===== src/rtl/repeat_accumulate_buffer_pkg.sv =====
// ---------------------------------------------------------------------------
// repeat_accumulate_buffer_pkg
//   Shared helpers for the repeat/accumulate buffer.
//   - clog2_min1 : counter width for a range of n values, never below 1 bit.
//   - pass_op_e  : what an accepted input element does to the buffer state,
//                  decoded from the current pass number.
// ---------------------------------------------------------------------------
package repeat_accumulate_buffer_pkg;

    function automatic int clog2_min1(input int n);
        return (n > 1) ? $clog2(n) : 1;
    endfunction

    typedef enum logic [1:0] {
        OP_LOAD  = 2'd0,  // first of several passes: overwrite acc slot
        OP_ACCUM = 2'd1,  // middle pass: add into acc slot
        OP_EMIT  = 2'd2   // last pass: sum goes to the output register
    } pass_op_e;

endpackage


===== src/rtl/repeat_accumulate_buffer.sv =====
// ---------------------------------------------------------------------------
// repeat_accumulate_buffer
//   Consumes REPEAT passes of SIZE signed elements and emits SIZE sums,
//   out[i] = sum over p of in[p*SIZE+i], wrapping modulo 2^ACC_WIDTH.
//
//   Ports
//     clk        clock, all state on rising edge
//     rst        asynchronous active-low reset
//     in_data    signed input element (DATA_WIDTH)
//     in_valid   input element present
//     in_ready   element accepted this cycle
//     out_data   signed accumulated element (ACC_WIDTH)
//     out_valid  output element present
//     out_ready  downstream accepts output
//
//   Handshake: a transfer happens on a rising edge where valid && ready.
//   valid never waits on ready; out_valid/out_data hold until accepted.
//   in_ready is a function of state and out_ready only (never in_valid).
// ---------------------------------------------------------------------------
module repeat_accumulate_buffer
    import repeat_accumulate_buffer_pkg::*;
#(
    parameter int DATA_WIDTH = 32,
    parameter int REPEAT     = 2,
    parameter int SIZE       = 4,
    parameter int ACC_WIDTH  = DATA_WIDTH + $clog2(REPEAT) + 1
) (
    input  logic                  clk,
    input  logic                  rst,
    input  logic [DATA_WIDTH-1:0] in_data,
    input  logic                  in_valid,
    output logic                  in_ready,
    output logic [ACC_WIDTH-1:0]  out_data,
    output logic                  out_valid,
    input  logic                  out_ready
);

    localparam int PTR_W = clog2_min1(SIZE);
    localparam int REP_W = clog2_min1(REPEAT);

    logic [PTR_W-1:0]     ptr;
    logic [REP_W-1:0]     rep;
    logic [ACC_WIDTH-1:0] acc [SIZE];

    logic                 last_ptr;
    logic                 last_rep;
    logic                 xfer;
    logic [ACC_WIDTH-1:0] sext;
    logic [ACC_WIDTH-1:0] acc_sum;
    logic [ACC_WIDTH-1:0] emit_val;
    pass_op_e             op;

    assign last_ptr = (ptr == PTR_W'(SIZE - 1));
    assign last_rep = (rep == REP_W'(REPEAT - 1));

    // Only the final pass needs room in the output register; earlier passes
    // keep flowing while the previous block's last output drains.
    assign in_ready = last_rep ? (!out_valid || out_ready) : 1'b1;
    assign xfer     = in_valid && in_ready;

    assign sext     = ACC_WIDTH'($signed(in_data));
    assign acc_sum  = acc[ptr] + sext;
    // With a single pass there is no stored partial sum to add.
    assign emit_val = (REPEAT == 1) ? sext : acc_sum;

    always_comb begin
        op = OP_LOAD;
        if (last_rep)
            op = OP_EMIT;
        else if (rep != '0)
            op = OP_ACCUM;
    end

    // Position counters and output valid: the only state that needs reset.
    always_ff @(posedge clk or negedge rst) begin
        if (!rst) begin
            ptr       <= '0;
            rep       <= '0;
            out_valid <= 1'b0;
        end else begin
            if (xfer) begin
                if (last_ptr) begin
                    ptr <= '0;
                    rep <= last_rep ? '0 : rep + 1'b1;
                end else begin
                    ptr <= ptr + 1'b1;
                end
            end

            if (xfer && op == OP_EMIT)
                out_valid <= 1'b1;
            else if (out_ready)
                out_valid <= 1'b0;
        end
    end

    // Data path: pass 0 overwrites acc, so neither acc nor out_data is reset.
    always_ff @(posedge clk) begin
        if (xfer) begin
            case (op)
                OP_LOAD:  acc[ptr] <= sext;
                OP_ACCUM: acc[ptr] <= acc_sum;
                OP_EMIT:  out_data <= emit_val;
                default:  ;
            endcase
        end
    end

endmodule


===== config.mk =====
export PLATFORM = sky130hd
export DESIGN_NAME = repeat_accumulate_buffer
export DESIGN_NICKNAME = d
export VERILOG_FILES = /design/src/rtl/repeat_accumulate_buffer_pkg.sv /design/src/rtl/repeat_accumulate_buffer.sv
export SDC_FILE = /design/constraint.sdc
export NUM_CORES = 1
export LEC_CHECK = 0
export ABC_CLOCK_PERIOD_IN_PS = 11500
export BUFFER_PORTS_ARGS = -buffer_cell sky130_fd_sc_hd__buf_4
export CELL_PAD_IN_SITES_DETAIL_PLACEMENT = 1
export CELL_PAD_IN_SITES_GLOBAL_PLACEMENT = 1
export CORE_ASPECT_RATIO = 1.75
export CORE_MARGIN = 10
export CORE_UTILIZATION = 24
export DETAILED_ROUTE_END_ITERATION = 12
export GPL_TIMING_DRIVEN = 0
export PLACE_DENSITY = 0.55
export SYNTH_ARGS = -nofsm -noshare
export SYNTH_HDL_FRONTEND = slang
export SYNTH_SLANG_ARGS = --single-unit

===== constraint.sdc =====
create_clock -name clk -period 11.5 [get_ports clk]
set_clock_uncertainty 0.15 [all_clocks]
set_input_delay 1.725 -clock clk [delete_from_list [all_inputs] [get_ports clk]]
set_output_delay 1.725 -clock clk [all_outputs]
set_load 0.01 [all_outputs]

**Word-level counts from Yosys, hierarchy flattened**

Memory sizes are Yosys's and may differ from the RTL's.
Index checks and enable logic that the tools add are counted.

- Bitwise gates (word level): 1
- Equality and inequality tests: 3
- Add/sub/neg operators: 3
- Muxes and demuxes: 13
- Reductions and logical operators: 8

Operators by type and width:

| cell | number |
|---|---|
| $add A34 B34 Y34 | 1 |
| $mux W34 | 1 |
| $mux W1 | 10 |
| $eq A2 B2 Y1 const B | 2 |
| $mux W2 | 2 |
| $reduce_and A2 Y1 | 2 |
| $add A2 B1 Y2 const B | 1 |
| $eq A2 B1 Y1 const B | 1 |
| $logic_and A1 B1 Y1 | 2 |
| $logic_not A2 Y1 | 1 |
| $reduce_bool A2 Y1 | 1 |
| $add A1 B1 Y1 const B | 1 |
| $logic_not A1 Y1 | 1 |
| $logic_or A1 B1 Y1 | 1 |
| $or A1 B1 Y1 | 1 |

- RAM bits: 136
- Memories kept: 1
- Input port bits: 36
- Register bits: 38

Memories:

| memory | depth | width | rd ports | clocked after memory_dff | write ports | RTL line | RTL |
|---|---|---|---|---|---|---|---|
| acc | 4 | 34 | 1 | 0 | 1 | repeat_accumulate_buffer.sv:43 | `logic [ACC_WIDTH-1:0] acc [SIZE];` |

**Logic depth before layout (Yosys ltp)**

- Word-level depth: 7
- Mapped depth: 12

**Worst setup path before layout**

OpenSTA, ideal clock, no wires.

- Kind: input-to-reg
- From: in in_data[0]
- To: reg out_data[28], data pin
- Stages: 10
- Library setup time: 0.261 ns
- Data arrival time: 3.680 ns
- Data required time: 11.089 ns
- Path buffers: 0
- Path slack: 7.409 ns
- Path through: ha_1 inv_1 fa_1 and2b_1 o2111ai_2 a211oi_2 o31ai_1 a211o_1 and2_1 a21boi_1

- Cells in the longest elaborated chain, start to end: 1

Ends and longest elaborated chain:

| item | RTL line | RTL |
|---|---|---|
| start, declared | repeat_accumulate_buffer.sv:30 | `input logic [DATA_WIDTH-1:0] in_data,` |
| $add A34 B34 Y34 | repeat_accumulate_buffer.sv:62 | `assign acc_sum = acc[ptr] + sext;` |
| net acc_sum[28] | repeat_accumulate_buffer.sv:49 | `logic [ACC_WIDTH-1:0] acc_sum;` |
| end signal, assigned | repeat_accumulate_buffer.sv:103 | `OP_EMIT: out_data <= emit_val;` |
| end, declared | repeat_accumulate_buffer.sv:33 | `output logic [ACC_WIDTH-1:0] out_data,` |

The timed path passes the listed nets, and every way through them passes these cells.
A chain may end at the register's enable or synchronous reset.

**Worst setup path after layout**

- From: reg ptr[0]
- To: reg out_data[26], data pin

- Cells in the longest elaborated chain, start to end: 2

Ends and longest elaborated chain:

| item | RTL line | RTL |
|---|---|---|
| start, declared | repeat_accumulate_buffer.sv:41 | `logic [PTR_W-1:0] ptr;` |
| start signal, assigned | repeat_accumulate_buffer.sv:86 | `ptr <= ptr + 1'b1;` |
| $mem_v2 Z4 W34 | n/a |  |
| $add A34 B34 Y34 | repeat_accumulate_buffer.sv:62 |  |
| net acc_sum[26] | repeat_accumulate_buffer.sv:49 |  |

The timed path passes the listed nets, and every way through them passes these cells.

==> flow_summary.json <==
{
  "cp.required_ns": 11.50,
  "wirelength_mm": 19.5,
  "worstMarginPinSlew_ns": 0.840,
  "slowest_stage": "mux4_2",
  "antenna_found_initial": 0,
  "fmax_ghz": 0.213,
  "powerDensity_mw_per_mm2": 270,
  "leakage_nw": 3.40,
  "initial_core_util_pct": 24.3,
  "path_clk_slew_ns": 0.07,
  "p_total_mw": 2.57,
  "ys_types": 61,
  "cts_sinks": 166,
  "cts_tree": "done",
  "yosysTopAreaCell": "edfxtp_1",
  "synth_compound_area_share_pct": 10.0,
  "async_flop_share_pct": 2.41,
  "synth_common_cells": "edfxtp_1 (162), ha_1 (36), a21oi_1 (34)",
  "cp.arrival_ns": 4.69,
  "drive_gt1_share_pct": 28.7,
  "synth_seq_cells": 166,
  "clockBufferDepth": 2,
  "path_cells": "clkbuf_1 -> buf_2 -> mux4_2 -> ha_1 -> nand4_1 -> o22ai_1 -> or4_4 -> o31a_4 -> a21oi_4 -> mux2i_1 -> o311ai_1",
  "synthAdderAreaFrac_pct": 6.01,
  "setup_ws_ns": 6.81,
  "relSlewSlack_pct": 44.0,
  "fp.dieArea_mm2": 0.0405,
  "crit_path_end_kind": "register",
  "first_global_vias": 5210,
  "pre_cts_slack_ns": 6.65,
  "numPortBuffers": 71,
  "track_usage_pct": 9.96,
  "fin_crit_sh_pct": 40.8,
  "finalMaxSlewViolations": 0,
  "peakVddDrop_mv": 0.122,
  "cts_resized": 0,
  "yosysSeqAreaShare_pct": 63.5,
  "critPathMaxStageDelay_ns": 0.58,
  "numCtsBuffers": 17,
  "grt_pass1_wl_mm": 30.5,
  "synth_top_area_share_pct": 62.2,
  "yosys.area_share.simple_pct": 6.09,
  "synthTopCellsByArea": "edfxtp_1 (62%), mux4_2 (9.2%), ha_1 (5.8%)",
  "synth_top_family_by_area": "compound AO/OA/AOI/OAI gates",
  "h-tree-depth": 4,
  "synth_nets": 575,
  "cp_top_family": "buffers and inverters",
  "via_count": 4599,
  "synth.area.mux_share_pct": 9.61,
  "outcome": "complete, no violations",
  "critPathLaunchType": "register",
  "nets": 670,
  "route.antenna.remaining_nets": 0,
  "insertion_delay_ns": 0.44,
  "die_w_um": 156,
  "grt_max_degree": 27,
  "die_h_um": 259,
  "cts_hold_buffers": 0,
  "via_per_inst": 4.55,
  "syn_inst": 502,
  "gp_congestion": 0.802,
  "core_mm2": 0.0322,
  "postCtsSetupRepairBufs": 0,
  "max_cap_viol_count": 0,
  "synth.avg_cell_area_um2": 15.6,
  "synth-edff-count": 162,
  "hp-class": "reg2reg",
  "io_pins": 72,
  "grt_setup_unrepaired": "no",
  "setup_viol": 0,
  "overflow": 0,
  "num_rows": 87,
  "crit_type": "reg2reg",
  "netlist_area_mm2": 0.00782,
  "synth_most_common_cell": "edfxtp_1",
  "first_pass_iters": 4,
  "synth_xor_area_share_pct": 2.80,
  "avgRoutedWirePerCell_um": 19.3,
  "fin_setup_tns_ns": 0,
  "nFillCells": 3405,
  "dpl.hpwl_mm": 14.7,
  "drc": 0,
  "yosysWarnings": 0,
  "cts-root-buf": "clkbuf_16",
  "hold_violations": 0,
  "area_delta_synth_final_pct": 21.6,
  "drtIter0Drc": 181,
  "period_minus_slack_ns": 4.69,
  "ys.flop_type": "edfxtp_1",
  "crit_fanout": 10,
  "diodes": 0,
  "cp_num_buf_inv": 2
}
[metrics by stage]
| step | std cells | util [%] | area (um^2) | hold WS, ns |
|---|---|---|---|---|
| 2_1_floorplan | 502 | - | 7820 | 0.392 |
| 3_3_place_gp | 973 | 27.5 | 8860 | 0.431 |
| 3_5_place_dp | 978 | 27.9 | 8980 | 0.491 |
| 4_1_cts | 1010 | 29.5 | 9520 | 0.506 |
| 5_1_grt | 1010 | 29.5 | 9520 | 0.551 |
| 6_report | 1010 | 29.5 | 9520 | 0.494 |
[layout make-up]
class	count	area [um^2]	share of cell area [%]
clock inverters	13	98.8	1.04
clock buffers	19	433	4.55
flip-flops and latches	166	4960	52.2
repair buffers	76	648	6.81
well taps	400	500	5.26
multi-input cells	300	2710	28.5
inverters	17	63.8	0.671
plain buffers	19	93.8	0.986
[power breakdown]
| part | switching, mW | leakage (nW) | internal, mW |
|---|---|---|---|
| Clock | 0.244 | 0.248 | 0.278 |
| Sequential | 0.0333 | 1.53 | 0.837 |
| Combinational | 0.665 | 1.63 | 0.514 |
[tightest hold or removal path: cells and delay by family, from the launching register on]
kind / cells / cell delay [ns]
buf+inv: 1 / 0.10
compound gates: 1 / 0.13
flops: 1 / 0.37
[registers in the layout, summed over array words and instances (netlist names)]
register,cells
acc,128
out_data,34
last_rep,1
out_valid,1
ptr,2
[per-layer routing]
metal,vias up,track usage [%],part of all wire (%)
li1,2174,-,-
met1,2340,9.97,37
met2,64,18.7,57
met3,21,2.47,4.0
met4,0,4.66,2.2
met5,-,0,0
[cell families after synthesis]
kind of cell	after synthesis
mux	35
fa+ha+maj	37
buf+inv	36
compound gates	110
simple gates	93
flops	166
xor+xnor	25
[cells in the final DEF, fill, tap and decap left out, drive strengths merged, types with 5 or more instances in the layout]
master,Yosys,routed
edfxtp,162,162
mux4,32,32
nand2,22,22
o21ai,19,19
and2,6,6
inv,17,21
a21o,20,20
a211oi,5,5
buf,12,88
nor2b,7,7
clkbuf,7,26
xor2,9,9
a31oi,6,6
xnor2,16,16
ha,36,36
nand4,8,8
clkinvlp,0,5
nor2,22,22
a21oi,36,36
nor3,7,7
nand3,5,5
[final timing paths]
| kind | startpoint | end | slack, ns | depth (start not counted) |
|---|---|---|---|---|
| max in group asynchronous | rst | ptr[1]$_DFFE_PN0P_ | 10.18 | 1 |
| worst min-delay path | last_rep$_DFFE_PN0P_ | last_rep$_DFFE_PN0P_ | 0.49 | 2 |
| worst min register to register | last_rep$_DFFE_PN0P_ | last_rep$_DFFE_PN0P_ | 0.49 | 2 |
| min in group asynchronous | rst | last_rep$_DFFE_PN0P_ | 0.92 | 1 |
| worst max register to register | ptr[0]$_DFFE_PN0P_ | out_data[26]$_DFFE_PP_ | 6.81 | 11 |
| worst max-delay path | ptr[0]$_DFFE_PN0P_ | out_data[26]$_DFFE_PP_ | 6.81 | 11 |
Power figures use the tool's default switching activity.
